==> src/rtl/coherent_bus_ctrl_pkg.sv <==
// Shared types for the coherent bus controller: RAM handshake states, bus FSM
// states and the bundled RAM request driven by the controller.
package coherent_bus_ctrl_pkg;

    // Default number of core/cache pairs; the top exposes this as a parameter.
    localparam int CACHES = 2;

    // Words moved per cache block; the two-beat FSM is built around this value.
    localparam int BLK_WORDS = 2;

    // Handshake state reported by the RAM model each cycle.
    typedef enum logic [1:0] {
        FREE   = 2'd0,
        BUSY   = 2'd1,
        ACCESS = 2'd2,
        ERROR  = 2'd3
    } ramstate_t;

    // Bus transaction states. Every block transfer is two beats long, hence
    // the paired states.
    typedef enum logic [3:0] {
        IDLE   = 4'd0,
        WB1    = 4'd1,
        WB2    = 4'd2,
        SNOOP  = 4'd3,
        MEMRD1 = 4'd4,
        MEMRD2 = 4'd5,
        C2C1   = 4'd6,
        C2C2   = 4'd7,
        IMEM   = 4'd8
    } bus_state_t;

    // Everything the controller presents on the single RAM port.
    typedef struct packed {
        logic        ren;
        logic        wen;
        logic [31:0] addr;
        logic [31:0] store;
    } ram_req_t;

    // Beat completes only on ACCESS; ERROR deliberately behaves like BUSY.
    function automatic logic ram_done(input ramstate_t st);
        return st == ACCESS;
    endfunction

endpackage

==> src/rtl/coherent_bus_ctrl_rr_arbiter.sv <==
// Combinational round-robin arbiter: grants the first asserted request found
// scanning upward from the slot after the last winner, wrapping at N.
// The pointer register lives in the parent so it can update only on a grant.
module coherent_bus_ctrl_rr_arbiter #(
    parameter int N = 2,
    parameter int W = $clog2(N)
) (
    input  logic [N-1:0] req,
    input  logic [W-1:0] ptr,
    output logic [W-1:0] grant,
    output logic         valid
);

    logic [W-1:0] cand;

    // Scan ptr+1 .. ptr+N (mod N); the first hit wins, ptr itself is checked last.
    always_comb begin
        // NOTE: every output of a combinational block gets a default before any
        // conditional assignment, otherwise synthesis infers a latch.
        grant = '0;
        valid = 1'b0;
        cand  = '0;
        for (int i = 1; i <= N; i++) begin
            cand = W'((int'(ptr) + i) % N);
            if (!valid && req[cand]) begin
                valid = 1'b1;
                grant = cand;
            end
        end
    end

endmodule

==> src/rtl/coherent_bus_ctrl.sv <==
// Coherent bus controller: arbitrates CACHES icache/dcache pairs onto one RAM
// port, broadcasts snoops to the other dcaches on a miss and performs
// cache-to-cache transfers while writing the supplied block back to RAM.
module coherent_bus_ctrl #(
    parameter int CACHES    = coherent_bus_ctrl_pkg::CACHES,
    parameter int ARB_W     = $clog2(CACHES),
    parameter int BLK_WORDS = coherent_bus_ctrl_pkg::BLK_WORDS
) (
    input  logic                             CLK,
    input  logic                             nRST,
    // dcache side
    input  logic [CACHES-1:0]                dREN,
    input  logic [CACHES-1:0]                dWEN,
    input  logic [CACHES-1:0][31:0]          daddr,
    input  logic [CACHES-1:0][31:0]          dstore,
    input  logic [CACHES-1:0]                ccwrite,
    input  logic [CACHES-1:0]                cctrans,
    output logic [CACHES-1:0]                dwait,
    output logic [CACHES-1:0][31:0]          dload,
    output logic [CACHES-1:0]                ccwait,
    output logic [CACHES-1:0]                ccinv,
    output logic [CACHES-1:0][31:0]          ccsnoopaddr,
    // icache side
    input  logic [CACHES-1:0]                iREN,
    input  logic [CACHES-1:0][31:0]          iaddr,
    output logic [CACHES-1:0]                iwait,
    output logic [CACHES-1:0][31:0]          iload,
    // RAM port
    output logic                             ramREN,
    output logic                             ramWEN,
    output logic [31:0]                      ramaddr,
    output logic [31:0]                      ramstore,
    input  logic [31:0]                      ramload,
    input  coherent_bus_ctrl_pkg::ramstate_t ramstate
);

    import coherent_bus_ctrl_pkg::*;

    // The FSM has exactly two beat states per block; any other width is unsupported.
    if (BLK_WORDS != 2) begin : g_blk_words_check
        $error("coherent_bus_ctrl supports only BLK_WORDS == 2");
    end

    bus_state_t       state;
    bus_state_t       next_state;

    logic [ARB_W-1:0] d_ptr;
    logic [ARB_W-1:0] i_ptr;
    logic [ARB_W-1:0] grant;
    logic [ARB_W-1:0] supplier;

    logic [CACHES-1:0] d_req;
    logic [ARB_W-1:0]  d_gnt;
    logic              d_valid;
    logic [ARB_W-1:0]  i_gnt;
    logic              i_valid;

    logic              supply_valid;
    logic [ARB_W-1:0]  supply_idx;
    logic              access;

    ram_req_t          ram;

    // A write-back and a miss both compete in the dcache class.
    assign d_req  = dREN | dWEN;
    assign access = ram_done(ramstate);

    coherent_bus_ctrl_rr_arbiter #(.N(CACHES), .W(ARB_W)) u_d_arb (
        .req   (d_req),
        .ptr   (d_ptr),
        .grant (d_gnt),
        .valid (d_valid)
    );

    coherent_bus_ctrl_rr_arbiter #(.N(CACHES), .W(ARB_W)) u_i_arb (
        .req   (iREN),
        .ptr   (i_ptr),
        .grant (i_gnt),
        .valid (i_valid)
    );

    // Pick the lowest-numbered snooper (other than the requester) holding the block Modified.
    always_comb begin
        supply_valid = 1'b0;
        supply_idx   = '0;
        for (int k = CACHES - 1; k >= 0; k--) begin
            if (k != int'(grant) && cctrans[k]) begin
                supply_valid = 1'b1;
                supply_idx   = ARB_W'(k);
            end
        end
    end

    // State, round-robin pointers, held grant and latched supplier.
    always_ff @(posedge CLK or negedge nRST) begin
        if (!nRST) begin
            state    <= IDLE;
            d_ptr    <= '0;
            i_ptr    <= '0;
            grant    <= '0;
            supplier <= '0;
        end else begin
            // NOTE: clocked state uses non-blocking assignments so every register
            // samples pre-edge values, independent of statement order.
            state <= next_state;
            if (state == IDLE) begin
                if (d_valid) begin
                    d_ptr <= d_gnt;
                    grant <= d_gnt;
                end else if (i_valid) begin
                    i_ptr <= i_gnt;
                    grant <= i_gnt;
                end
            end
            if (state == SNOOP) begin
                supplier <= supply_idx;
            end
        end
    end

    // Next-state: dcache class beats icache; write-back beats miss for the same cache.
    always_comb begin
        next_state = state;
        unique case (state)
            IDLE: begin
                if (d_valid) begin
                    next_state = dWEN[d_gnt] ? WB1 : SNOOP;
                end else if (i_valid) begin
                    next_state = IMEM;
                end
            end
            WB1:    if (access) next_state = WB2;
            WB2:    if (access) next_state = IDLE;
            SNOOP:  next_state = supply_valid ? C2C1 : MEMRD1;
            C2C1:   if (access) next_state = C2C2;
            C2C2:   if (access) next_state = IDLE;
            MEMRD1: if (access) next_state = MEMRD2;
            MEMRD2: if (access) next_state = IDLE;
            IMEM:   if (access) next_state = IDLE;
            default: next_state = IDLE;
        endcase
    end

    // Outputs: snoop lines to every non-requesting dcache, RAM request and wait release.
    always_comb begin
        dwait       = '1;
        iwait       = '1;
        ccwait      = '0;
        ccinv       = '0;
        ccsnoopaddr = '0;
        dload       = '0;
        iload       = '0;
        ram         = '0;

        // Snoopers stay stalled from the broadcast through the end of a C2C transfer.
        if (state == SNOOP || state == C2C1 || state == C2C2) begin
            for (int k = 0; k < CACHES; k++) begin
                if (k != int'(grant)) begin
                    ccwait[k]      = 1'b1;
                    ccsnoopaddr[k] = daddr[grant];
                    ccinv[k]       = ccwrite[grant];
                end
            end
        end

        unique case (state)
            WB1, WB2: begin
                ram.wen   = 1'b1;
                ram.addr  = daddr[grant];
                ram.store = dstore[grant];
                if (access) dwait[grant] = 1'b0;
            end
            C2C1, C2C2: begin
                // Supplier data goes to the requester and to RAM in the same beat.
                ram.wen      = 1'b1;
                ram.addr     = daddr[supplier];
                ram.store    = dstore[supplier];
                dload[grant] = dstore[supplier];
                if (access) begin
                    dwait[grant]    = 1'b0;
                    dwait[supplier] = 1'b0;
                end
            end
            MEMRD1, MEMRD2: begin
                ram.ren      = 1'b1;
                ram.addr     = daddr[grant];
                dload[grant] = ramload;
                if (access) dwait[grant] = 1'b0;
            end
            IMEM: begin
                ram.ren      = 1'b1;
                ram.addr     = iaddr[grant];
                iload[grant] = ramload;
                if (access) iwait[grant] = 1'b0;
            end
            default: ;
        endcase
    end

    assign ramREN   = ram.ren;
    assign ramWEN   = ram.wen;
    assign ramaddr  = ram.addr;
    assign ramstore = ram.store;

endmodule

==> config.mk <==
export PLATFORM = sky130hd
export DESIGN_NAME = coherent_bus_ctrl
export DESIGN_NICKNAME = d
export VERILOG_FILES = /design/src/rtl/coherent_bus_ctrl_pkg.sv /design/src/rtl/coherent_bus_ctrl_rr_arbiter.sv /design/src/rtl/coherent_bus_ctrl.sv
export SDC_FILE = /design/constraint.sdc
export NUM_CORES = 1
export LEC_CHECK = 0
export ABC_AREA = 1
export BUFFER_PORTS_ARGS = -buffer_cell sky130_fd_sc_hd__buf_2
export CORE_AREA = 8 8 190 192
export CTS_CLUSTER_SIZE = 20
export DETAILED_ROUTE_END_ITERATION = 10
export DIE_AREA = 0 0 198 200
export GPL_ROUTABILITY_DRIVEN = 0
export GPL_TIMING_DRIVEN = 0
export PLACE_DENSITY = 0.47
export SLEW_MARGIN = 20
export SYNTH_ARGS = -nofsm -noshare
export SYNTH_HDL_FRONTEND = slang
export SYNTH_SLANG_ARGS = --single-unit
export TNS_END_PERCENT = 5
==> constraint.sdc <==
create_clock -name CLK -period 2.3 [get_ports CLK]
set_input_delay 0.23 -clock CLK [delete_from_list [all_inputs] [get_ports CLK]]
set_output_delay 0.23 -clock CLK [all_outputs]
set_load 0.01 [all_outputs]
# [Word level (Yosys, flattened, before mapping)]
# Index checks and enable logic that the tools add are counted.
[totals] reg_bits=8 out_inout_bits=266 in_bits=238
[op_classes] n_addsub=4 bitwise_logic=8 n_reduce_logical=23 n_mux=69 magnitude_cmp=9 eq_ne=14
[op_table] operator="2-to-1 mux 32 bit" n=13
[op_table] operator="bitwise AND 64 bit" n=2
[op_table] operator="2-to-1 mux 64 bit" n=2
[op_table] operator="case mux 64 bit (2 select lines)" n=1
[op_table] operator="case mux 32 bit (3 select lines)" n=1
[op_table] operator="case mux 32 bit (2 select lines)" n=1
[op_table] operator="2-to-1 mux 1 bit" n=33
[op_table] operator="demux 32 bit (select 1 bit)" n=1
[op_table] operator="2-to-1 mux 4 bit" n=6
[op_table] operator="case mux 4 bit (6 select lines)" n=1
[op_table] operator="equality test 4 x 3 -> 1 bit, second input constant" n=4
[op_table] operator="less-than comparator 1 x 2 -> 1 bit, second input constant" n=7
[op_table] operator="2-to-1 mux 2 bit" n=7
[op_table] operator="OR reduction 4 bit" n=3
[op_table] operator="equality test 4 x 2 -> 1 bit, second input constant" n=2
[op_table] operator="logical AND 1 bit" n=6
[op_table] operator="inequality test 2 bit, second input constant" n=3
[op_table] operator="OR reduction 2 bit" n=3
[op_table] operator="AND reduction 5 bit" n=1
[op_table] operator="adder 1 bit, second input constant" n=4
[op_table] operator="equality test 4 x 1 -> 1 bit, second input constant" n=1
[op_table] operator="equality test 4 bit, second input constant" n=1
[op_table] operator="logical NOT 4 bit" n=1
[op_table] operator="inverter 2 bit" n=2
[op_table] operator="other kinds (15)" n=21

# [Logic depth before layout (Yosys ltp)]
# Gate-level depths: netlist (run 1).
[logic_depth] ltp_word=12 ltp_mapped=9 depth_no_buf=9

# [Hierarchy]
# A second synthesis (run 1) with hierarchy kept.
[hier_totals] hier_cells=984 area_unflattened_um2=4426.7
[by_module_without_submodules] mod="coherent_bus_ctrl" area_per_inst_um2=4396.7 instances=1 cells_each=978
[by_module_without_submodules] mod="coherent_bus_ctrl_rr_arbiter" area_per_inst_um2=15.0 instances=2 cells_each=3

# [Worst setup path before layout (run 1)]
# OpenSTA, ideal clock, no wires.
[synth_timing] path_type="register to output" from="register grant" to="output port ramstore[13]" required_time_ns=2.070 t_arrival_ns=1.307 setup_slack_ns=0.763 n_path_buf=3 stages_incl_launch_ff=7 path_cell_list="dfrtp_1 buf_4 inv_2 buf_4 buf_2 o21ai_0 o21ai_0"
[synth_between] elab_chain_cells=3
[synth_rtl] element="start: declaration" line="coherent_bus_ctrl.sv:49" rtl="logic [ARB_W-1:0] grant;"
[synth_rtl] element="start signal: assignment" line="coherent_bus_ctrl.sv:109" rtl="grant <= d_gnt;"
[synth_rtl] element="start signal: assignment" line="coherent_bus_ctrl.sv:112" rtl="grant <= i_gnt;"
[synth_rtl] element="2-to-1 mux 32 bit (not written as such) (2 in series)" line="coherent_bus_ctrl.sv:170" rtl="ram.store = dstore[grant];"
[synth_rtl] element="case mux 32 bit (2 select lines)" line="coherent_bus_ctrl.sv:166" rtl="unique case (state)"
[synth_rtl] element="end: declaration" line="coherent_bus_ctrl.sv:32" rtl="output logic [31:0] ramstore,"
# No other way between the ends. The select of a mux whose other input is x is not followed.

# [Final worst setup path (run 1)]
[layout_timing] from="register supplier" to="output port ramaddr[16]"
[layout_between] elab_chain_cells=3
[layout_rtl] element="start: declaration" line="coherent_bus_ctrl.sv:50" rtl="logic [ARB_W-1:0] supplier;"
[layout_rtl] element="start signal: assignment" line="coherent_bus_ctrl.sv:116" rtl="supplier <= supply_idx;"
[layout_rtl] element="2-to-1 mux 32 bit (not written as such) (2 in series)" line="coherent_bus_ctrl.sv:176" rtl="ram.addr = daddr[supplier];"
[layout_rtl] element="case mux 32 bit (3 select lines)" line="coherent_bus_ctrl.sv:166"
[layout_rtl] element="end: declaration" line="coherent_bus_ctrl.sv:31" rtl="output logic [31:0] ramaddr,"
# No other way between the ends. The select of a mux whose other input is x is not followed.

==> results.sh, run 1 <==
export IMPL_outcome="completed"
export IMPL_dieArea_sq_mm=0.0396
export IMPL_ys_ff_latch=8
export IMPL_clk_latency_ns=0.23
export IMPL_fillerInstances=3950
export IMPL_multi_input_area_sq_mm=0.00335
export IMPL_drc=0
export IMPL_maxSlewViolCount=0
export IMPL_startpoint_type="flop"
export IMPL_cts_sinks=8
export IMPL_period_share_pct=96.1
export IMPL_tightest_slew_ns=0.652
export IMPL_core_sq_mm=0.0331
export IMPL_yosysSeqAreaShare_pct=4.29
export IMPL_io_pins=504
export IMPL_htreeDepth=1
export IMPL_grt_pass1_vias=8574
export IMPL_final_hold_violation_count=0
export IMPL_seqCellArea_sq_um=201
export IMPL_path_max_fanout=10
export IMPL_vias=8542
export IMPL_dieWidth_microns=198
export IMPL_crit_arrival_ns=1.98
export IMPL_wirelength_microns=38600
export IMPL_ant_nets=0
export IMPL_powerDensity_mw_per_mm2=880
export IMPL_fin_skew_ns=0.00265
export IMPL_avgSynthCellArea_sq_um=4.74
export IMPL_setup_viol=0
export IMPL_syn_nets=1222
export IMPL_drv_cap=0
export IMPL_die_h_microns=200
export IMPL_rsz0062_at_grt="yes"
export IMPL_hold_depth=3
export IMPL_slew_headroom_pct=56.5
export IMPL_finalSetupTns_ns=0
export IMPL_hp_class="in2reg"
export IMPL_place_area_sq_mm=0.00774
export IMPL_initialDrtViolationCount=582
export IMPL_cts_tree="yes"
export IMPL_grt_max_degree=11
export IMPL_numPortBuffers=503
export IMPL_syn_instance_count=984
export IMPL_vias_per_cell=4.38
export IMPL_fin_util_pct=24.1
export IMPL_final_cell_area_sq_mm=0.00799
export IMPL_period_needed_ns=2.21
export IMPL_drt_pass1_iter_count=5
export IMPL_area_delta_synth_final_pct=71.3
export IMPL_cts_buffers=3
export IMPL_p_leak_nw=4.90
export IMPL_path_class="reg2out"
export IMPL_cts_root_buf="clkbuf_16"
export IMPL_nets=1739
export IMPL_grt_antenna_before_repair=5
export IMPL_cts_max_path_buffers=2
export IMPL_cp_end_kind="output port"
export IMPL_worst_ep_required_time_ns=2.07
export IMPL_synthDistinctLibCells=28
export IMPL_grt_overflow=0
export IMPL_fmax_mhz=452
export IMPL_rows=67
export IMPL_yosys_warnings=0
export IMPL_wire_per_inst_microns=19.8
export IMPL_reg2regPathDepth=8
export IMPL_peakVddDrop_uv=326
export IMPL_initial_utilization_pct=14.1
export IMPL_grtUsageTotal_pct=17.9
export IMPL_dp_hpwl_microns=32800
export IMPL_syn_area_sq_mm=0.00466
export IMPL_grt_pass1_wl_microns=54300
export IMPL_drive_gt1_share_pct=40.1
export IMPL_clk_pin_slew_ns=0.03
-- sequential cells by signal, summed over array words and instances (netlist names) --
signal	flops
state	4
d_ptr	1
grant	1
i_ptr	1
supplier	1
-- power by group --
part           switching [W]  leakage [nW]  internal [W]
Combinational        0.00436          4.76       0.00213
Clock              0.0000614        0.0370      0.000223
Sequential         0.0000582         0.100      0.000203
-- cells in the mapped netlist --
cell        n  area (sq um)
buf_2      21           105
clkbuf_1   18          67.6
clkbuf_2    1          5.00
o21ai_0   101           505
nand2_2     3          18.8
nor3_1      1          5.00
o21a_1      1          7.51
dfrtp_1     8           200
nand2_1   260           976
clkbuf_4    1          7.51
buf_4       5          37.5
inv_2       9          33.8
o211ai_1   64           480
o21ai_1    34           170
nor2_2      6          37.5
nand4_1    32           200
buf_6      20           225
inv_1     175           657
o22ai_1     1          6.26
nand3_1     7          35.0
nand3_2     2          20.0
nand3b_1    1          7.51
nand2_4     3          33.8
nor2_1    199           747
buf_1       3          11.3
a21boi_0    1          7.51
a21oi_1     4          20.0
nor2_4      3          33.8
-- area by class of cell --
class	instances	share of cell area [%]
timing repair buffer	512	32.6
antenna	2	0.0627
tap	448	7.02
clock buffer	3	0.940
buffer	69	6.33
sequential	8	2.52
inverter	184	8.68
multi-input combinational	723	41.9
-- path summary, 6_finish.rpt --
path	from	to	slack, ns
max in group asynchronous	nRST	state[1]	1.73
worst min register to register	i_ptr	i_ptr	0.49
worst max-delay path	supplier	ramaddr[16]	0.09
worst max register to register	state[1]	state[1]	0.84
worst min-delay path	cctrans[1]	supplier	0.30
min in group asynchronous	nRST	i_ptr	0.38
-- stage by stage --
step | power (W) | hold slack, ns | setup WS, ns | cells
2_1_floorplan | 0.00376 | -0.0656 | 0.763 | 984
3_3_place_gp | 0.00673 | 0.0854 | 0.00690 | 1935
3_5_place_dp | 0.00671 | 0.0841 | 0.0224 | 1935
4_1_cts | 0.00708 | 0.299 | -0.0116 | 1941
5_1_grt | 0.00768 | 0.324 | -0.0362 | 1948
6_report | 0.00703 | 0.298 | 0.0886 | 1949
-- cells in the final DEF (no fill, tap or decap), types with 2 or more instances in the layout --
master       n
buf_12       2
clkbuf_1    12
buf_2      521
o21ai_1     35
clkbuf_4     3
nand2_1    259
nand2_4      6
inv_2        8
inv_1      175
o211ai_1    64
dfrtp_1      7
buf_6       20
a21oi_1      4
nor2_4       4
diode_2      2
clkbuf_16    3
nor2_1     197
clkbuf_2     7
nand3_1      7
o21ai_0    100
nor2_2       7
buf_4       14
nand4_1     32
-- cell families after synthesis --
family                 synth area share [%]
buffers and inverters                  24.7
AND/OR/NAND/NOR                        45.4
flip-flops                             4.29
AO/OA/AOI/OAI                          25.7
-- worst max-delay path, cell delays in order (launching register included) --
cell and delay [ns]:
dfrtp_1 0.35, buf_2 0.15, buf_6 0.16, inv_2 0.14
clkbuf_1 0.48, o211ai_1 0.20, nand4_1 0.13, buf_2 0.14
-- what timing repair did --
| item | in CTS | in global routing |
|---|---|---|
| setup endpoints to repair | 95 | 122 |
| hold buffers | 1 | 0 |
| endpoints found under the hold margin | 8 | 0 |
| setup buffers | 2 | 6 |
| pin swaps | 1 | 2 |
| gates resized for setup | 14 | 24 |
-- routing by layer --
| metal | wire length [microns] | track usage, % |
|---|---|---|
| met3 | 3270 | 3.40 |
| met5 | 16 | 0 |
| met1 | 15700 | 21.9 |
| met2 | 18600 | 32.0 |
| met4 | 923 | 4.23 |
(Power assumes the default switching activity.)
==> inputs of run 2 (changes only) <==
CAP_MARGIN = 30   (was unset)
CELL_PAD_IN_SITES_DETAIL_PLACEMENT = 0   (was unset)
CELL_PAD_IN_SITES_GLOBAL_PLACEMENT = 1   (was unset)
CORE_AREA = 8 8 189 191   (was 8 8 190 192)
DIE_AREA = 0 0 197 199   (was 0 0 198 200)
PLACE_DENSITY = 0.7   (was 0.47)
==> run 2 against run 1 <==
Against the previous run:
- via count shrank 1.0%
- die area shrank 1.0%
- final area shrank 0.30%
- largest power group unchanged
- highest routed layer unchanged
==> results.sh, run 2 (synthesis results as in run 1) <==
export IMPL_cpMostUsedCell="inv_2"
export IMPL_grt_antenna_before_repair=5
export IMPL_layout_commonest_cell="buf_2"
export IMPL_layout_cells_most_common_list="520 x buf_2, 259 x nand2_1, 195 x nor2_1"
export IMPL_top_usage_layer="met2"
export IMPL_met1_usage_pct=22.4
export IMPL_rows=67
export IMPL_cts_buffers=3
export IMPL_grtUsageMet2_pct=33.4
export IMPL_nets=1737
export IMPL_period_needed_ns=2.23
export IMPL_area_delta_synth_final_pct=70.8
export IMPL_wirelength_microns=39400
export IMPL_period_share_pct=97.0
export IMPL_cp_cell_sequence="inv_2 > nand2_4 > inv_2 > nand2_2 > buf_4 > o21ai_1 > inv_1 > nor2_1 > buf_2"
export IMPL_grt_overflow=0
export IMPL_ant_nets=0
export IMPL_io_pins=504
export IMPL_groute_layer_met3_usage_pct=3.98
export IMPL_slowest_delay_ns=0.43
export IMPL_grt_max_degree=11
export IMPL_p_leak_nw=4.89
export IMPL_maxSlewViolCount=0
export IMPL_clk_latency_ns=0.23
export IMPL_slowest_stage="dfrtp_1"
export IMPL_setup_viol=0
export IMPL_initial_utilization_pct=14.2
export IMPL_hp_class="in2reg"
export IMPL_slew_headroom_pct=49.9
export IMPL_cts_sinks=8
export IMPL_outcome="completed"
export IMPL_cts_root_buf="clkbuf_16"
export IMPL_fin_util_pct=24.2
export IMPL_final_hold_violation_count=0
export IMPL_regMostFlops="state"
export IMPL_path_class="reg2out"
export IMPL_whs_ns=0.322
export IMPL_fmax_mhz=448
export IMPL_fin_skew_ns=0.000940
export IMPL_grt_pass1_wl_microns=55500
export IMPL_htreeDepth=1
export IMPL_clk_pin_slew_ns=0.04
export IMPL_dieArea_sq_mm=0.0392
export IMPL_grt_pass1_vias=8616
export IMPL_vias_per_cell=4.34
export IMPL_fillerInstances=3936
export IMPL_drv_cap=0
export IMPL_wire_per_inst_microns=20.2
export IMPL_drive_gt1_share_pct=40.5
export IMPL_rsz0062_at_grt="yes"
export IMPL_peakVddDrop_uv=328
export IMPL_crit_arrival_ns=2.00
export IMPL_drc=0
export IMPL_die_h_microns=199
export IMPL_largest_reg_flops=4
export IMPL_tightest_slew_ns=0.751
export IMPL_worst_ep_required_time_ns=2.07
export IMPL_drt_pass1_iter_count=5
export IMPL_cp_end_kind="output port"
export IMPL_dieWidth_microns=197
export IMPL_initialDrtViolationCount=478
export IMPL_numPortBuffers=503
export IMPL_grtUsageTotal_pct=18.6
export IMPL_powerDensity_mw_per_mm2=895
export IMPL_core_sq_mm=0.0329
export IMPL_startpoint_type="flop"
export IMPL_path_max_fanout=10
export IMPL_cp_num_buf_inv=5
export IMPL_cts_tree="yes"
export IMPL_vias=8457
export IMPL_path_delay_family="buffers and inverters"
export IMPL_cts_max_path_buffers=2
export IMPL_dp_hpwl_microns=33300
==> run 2: timing repair <==
action | in CTS | in global routing
buffers inserted | 4 | 2
endpoints found under the setup margin | 53 | 91
hold buffers | 1 | 0
hold endpoints to repair | 8 | 0
pin swaps | 2 | 4
resized for setup | 18 | 30
cloned | 0 | 0
==> run 2: power by group <==
group          internal [W]  total, W  switching, W
Clock              0.000224  0.000289     0.0000652
Sequential         0.000205  0.000265     0.0000607
Combinational       0.00217   0.00658       0.00441
==> run 2: worst min-delay path, stage by stage <==
cell	delay (ns)
buf_2	0.10
nand2_1	0.07
o21ai_0	0.10
==> run 2: metal layers <==
metal,share of wire (%),routed length [microns],up-vias
met5,0.066,26,-
met4,2.1,821,4
met3,8.4,3310,55
met2,49,19500,458
met1,40,15800,3841
li1,-,-,4099
==> run 2: worst paths after layout <==
check                            from        end  slack (ns)  cells past startpoint
max reg2reg                  state[3]   state[1]        0.80                      7
min                        cctrans[1]   supplier        0.32                      3
min in group asynchronous        nRST      i_ptr        0.40                      2
min reg2reg                     i_ptr      i_ptr        0.49                      2
max                          state[3]  dload[19]        0.07                      9
max in group asynchronous        nRST   state[0]        1.72                      2
==> run 2: through the flow <==
step           cells  total power (W)  cell area, sq um  worst slack (ns)  setup TNS [ns]
2_1_floorplan    984          0.00376              4660             0.763               0
3_3_place_gp    1935          0.00679              7740            -0.154          -0.257
3_5_place_dp    1935          0.00678              7740            -0.132          -0.197
4_1_cts         1943          0.00715              7890           -0.0263         -0.0263
5_1_grt         1948          0.00778              7960           -0.0622          -0.341
6_report        1948          0.00713              7960            0.0701               0
==> run 2: layout make-up <==
class                           count  area (sq um)  area share (%)
Multi-Input combinational cell    723          3330            41.8
Timing Repair Buffer              510          2580            32.3
Inverter                          184           691            8.67
Tap cell                          448           561            7.04
Buffer                             69           522            6.55
Sequential cell                     8           203            2.55
Clock buffer                        3          75.1           0.943
Antenna cell                        3          7.51          0.0943
==> inputs of run 3 (changes only) <==
ABC_AREA = unset   (was 1)
PLACE_DENSITY = 0.63   (was 0.7)
==> run 3 against run 2 <==
Against the previous run:
- the run now ends with setup timing left
- critical endpoint is now iload[53]
- worst hold slack worse by 0.096 ns
- count of clock-buffer cells in the layout unchanged
- core utilization down 0.37 points
- final area down 1.5%
- global-route usage down 3.8 points
==> results.sh, run 3 <==
export IMPL_outcome="complete, but fails checks"
export IMPL_violations="setup timing"
export IMPL_final_hold_violation_count=0
export IMPL_ys_top_cells_by_count="139 x nor2_1, 131 x and2_1, 66 x mux2i_1"
export IMPL_period_share_pct=103
export IMPL_place_area_sq_mm=0.00686
export IMPL_setup_ws_ns=-0.0653
export IMPL_initialDrtViolationCount=300
export IMPL_yosysSeqAreaShare_pct=5.29
export IMPL_syn_nets=818
export IMPL_rr_startpoint="state[0]"
export IMPL_post_synth_top_area_cell="and2_1"
export IMPL_htreeDepth=1
export IMPL_setup_viol=41
export IMPL_core_sq_mm=0.0329
export IMPL_synth_most_common_cell="nor2_1"
export IMPL_startpoint="state[0]"
export IMPL_final_cell_area_sq_mm=0.00784
export IMPL_io_pins=504
export IMPL_drc=0
export IMPL_drv_cap=0
export IMPL_synthArstFlopShare_pct=100
export IMPL_nets=1341
export IMPL_fin_skew_ns=0.000150
export IMPL_drive_gt1_share_pct=59.2
export IMPL_path_max_fanout=7
export IMPL_p_total_w=0.00835
export IMPL_crit_arrival_ns=2.14
export IMPL_grt_max_degree=11
export IMPL_area_delta_synth_final_pct=107
export IMPL_avgSynthCellArea_sq_um=6.53
export IMPL_path_class="reg2out"
export IMPL_synth_edf_count=0
export IMPL_yosys_warnings=0
export IMPL_rsz0062_at_grt="yes"
export IMPL_die_h_microns=199
export IMPL_finalSetupTns_ns=-1.16
export IMPL_tightest_slew_ns=0.674
export IMPL_fmax_mhz=423
export IMPL_yosys_area_share_simple_pct=42.0
export IMPL_synthTopCellsByArea="and2_1 22%, mux2i_1 17%, nor2_1 14%"
export IMPL_synthDistinctLibCells=40
export IMPL_cts_root_buf="clkbuf_16"
export IMPL_grt_antenna_before_repair=0
export IMPL_p_leak_nw=4.44
export IMPL_ant_nets=0
export IMPL_numPortBuffers=503
export IMPL_cts_buffers=3
export IMPL_largest_reg_flops=4
export IMPL_synth_fa_ha_area_share_pct=0
export IMPL_fillerInstances=3801
export IMPL_wire_per_inst_microns=21.0
export IMPL_synth_area_mux_share_pct=17.5
export IMPL_cts_max_path_buffers=2
export IMPL_layout_cells_most_common_list="459 x buf_2, 119 x nor2_1, 108 x and2_1"
export IMPL_cts_tree="yes"
export IMPL_worst_ep_required_time_ns=2.07
export IMPL_grt_pass1_wl_microns=44000
export IMPL_cts_sinks=8
export IMPL_ys_ff_latch=8
export IMPL_antenna_cells=0
export IMPL_syn_instance_count=580
export IMPL_clk_pin_slew_ns=0.04
export IMPL_dieArea_sq_mm=0.0392
export IMPL_cp_end_kind="output port"
export IMPL_wirelength_microns=32500
export IMPL_grtUsageTotal_pct=14.7
export IMPL_rows=67
export IMPL_hp_class="in2reg"
export IMPL_grt_overflow=0
export IMPL_r2r_slack_ns=0.34
export IMPL_peakVddDrop_uv=480
export IMPL_vias_per_cell=4.18
export IMPL_hold_start="iREN[0]"
export IMPL_powerDensity_mw_per_mm2=1060
export IMPL_layout_commonest_cell="buf_2"
export IMPL_endpoint="iload[53]"
export IMPL_r2r_end="state[1]"
export IMPL_reg2regPathDepth=7
export IMPL_vias=6480
export IMPL_grt_pass1_vias=6958
export IMPL_clk_latency_ns=0.23
export IMPL_ys_flop_type="dfrtp_1"
export IMPL_regMostFlops="state"
export IMPL_initial_utilization_pct=11.5
export IMPL_dieWidth_microns=197
export IMPL_maxSlewViolCount=0
export IMPL_synth_xor_area_share_pct=0.463
export IMPL_synth_compound_area_share_pct=25.8
export IMPL_drt_pass1_iter_count=5
export IMPL_period_needed_ns=2.37
export IMPL_synth_top_family_by_area="simple AND/OR/NAND/NOR gates"
export IMPL_yosysTopAreaCellShare_pct=21.7
export IMPL_dp_hpwl_microns=27400
export IMPL_slew_headroom_pct=55.0
export IMPL_startpoint_type="flop"
export IMPL_syn_area_sq_mm=0.00378
-- run 3: repair_timing --
| action | 4_1_cts | 5_1_grt |
|---|---|---|
| resized for setup | 127 | 93 |
| endpoints found under the setup margin | 248 | 201 |
| pin swaps | 26 | 34 |
| endpoints found under the hold margin | 8 | 0 |
| cloned | 2 | 2 |
| hold buffers | 1 | 0 |
| buffers inserted | 11 | 2 |
-- run 3: area by class of cell --
type	count	area [sq um]	area share (%)
clock buffer	3	75.1	0.957
inverter	2	10.0	0.128
timing repair buffer	521	3040	38.7
tap	448	561	7.15
sequential	8	203	2.58
buffer	55	508	6.48
multi-input combinational	512	3450	44.0
-- run 3: critical path: stages, from the launching register on --
cell       delay (ns)
dfrtp_1          0.38
buf_6            0.12
or3b_4           0.36
or2_4            0.36
nor2_8           0.13
buf_12           0.14
clkbuf_16        0.15
and2_1           0.12
buf_2            0.13
-- run 3: per-stage QoR --
step / hold WS (ns) / std cells / setup slack (ns) / util, %
final: 0.226 / 1549 / -0.0653 / 23.9
after CTS: 0.226 / 1546 / -0.0957 / 22.7
after global routing: 0.232 / 1549 / -0.128 / 23.9
after global placement: 0.0851 / 1531 / -0.379 / 20.9
after floorplan: -0.0656 / 580 / 0.439 / -
after detailed placement: 0.0875 / 1531 / -0.427 / 20.9
-- run 3: cell families after synthesis --
| logic type | Yosys count |
|---|---|
| xor+xnor | 2 |
| compound gates | 131 |
| flops | 8 |
| simple gates | 313 |
| buf+inv | 60 |
| mux | 66 |
-- run 3: worst min-delay path by stage --
stage	to	slack, ns	cells past startpoint
final	i_ptr	0.23	2
after global routing	i_ptr	0.23	2
after CTS	i_ptr	0.23	2
after detailed placement	state[3]	0.09	1
after global placement	state[3]	0.09	1
after floorplan	d_ptr	-0.07	0
-- run 3: layer usage --
| metal | up-vias | share of wire (%) | GRT usage, % | wire length, microns |
|---|---|---|---|---|
| li1 | 3062 | - | - | - |
| met1 | 2999 | 40 | 17.2 | 13100 |
| met2 | 375 | 50 | 26.8 | 16200 |
| met3 | 44 | 7.2 | 2.81 | 2330 |
| met4 | 0 | 2.8 | 4.57 | 913 |
| met5 | - | 0 | 0 | 0 |
-- run 3: report_power, final --
| part | leakage, nW | internal [W] | switching, W |
|---|---|---|---|
| clock network | 0.0370 | 0.000224 | 0.0000620 |
| registers | 0.0973 | 0.000205 | 0.0000651 |
| logic | 4.31 | 0.00340 | 0.00439 |
| total | 4.44 | 0.00383 | 0.00452 |
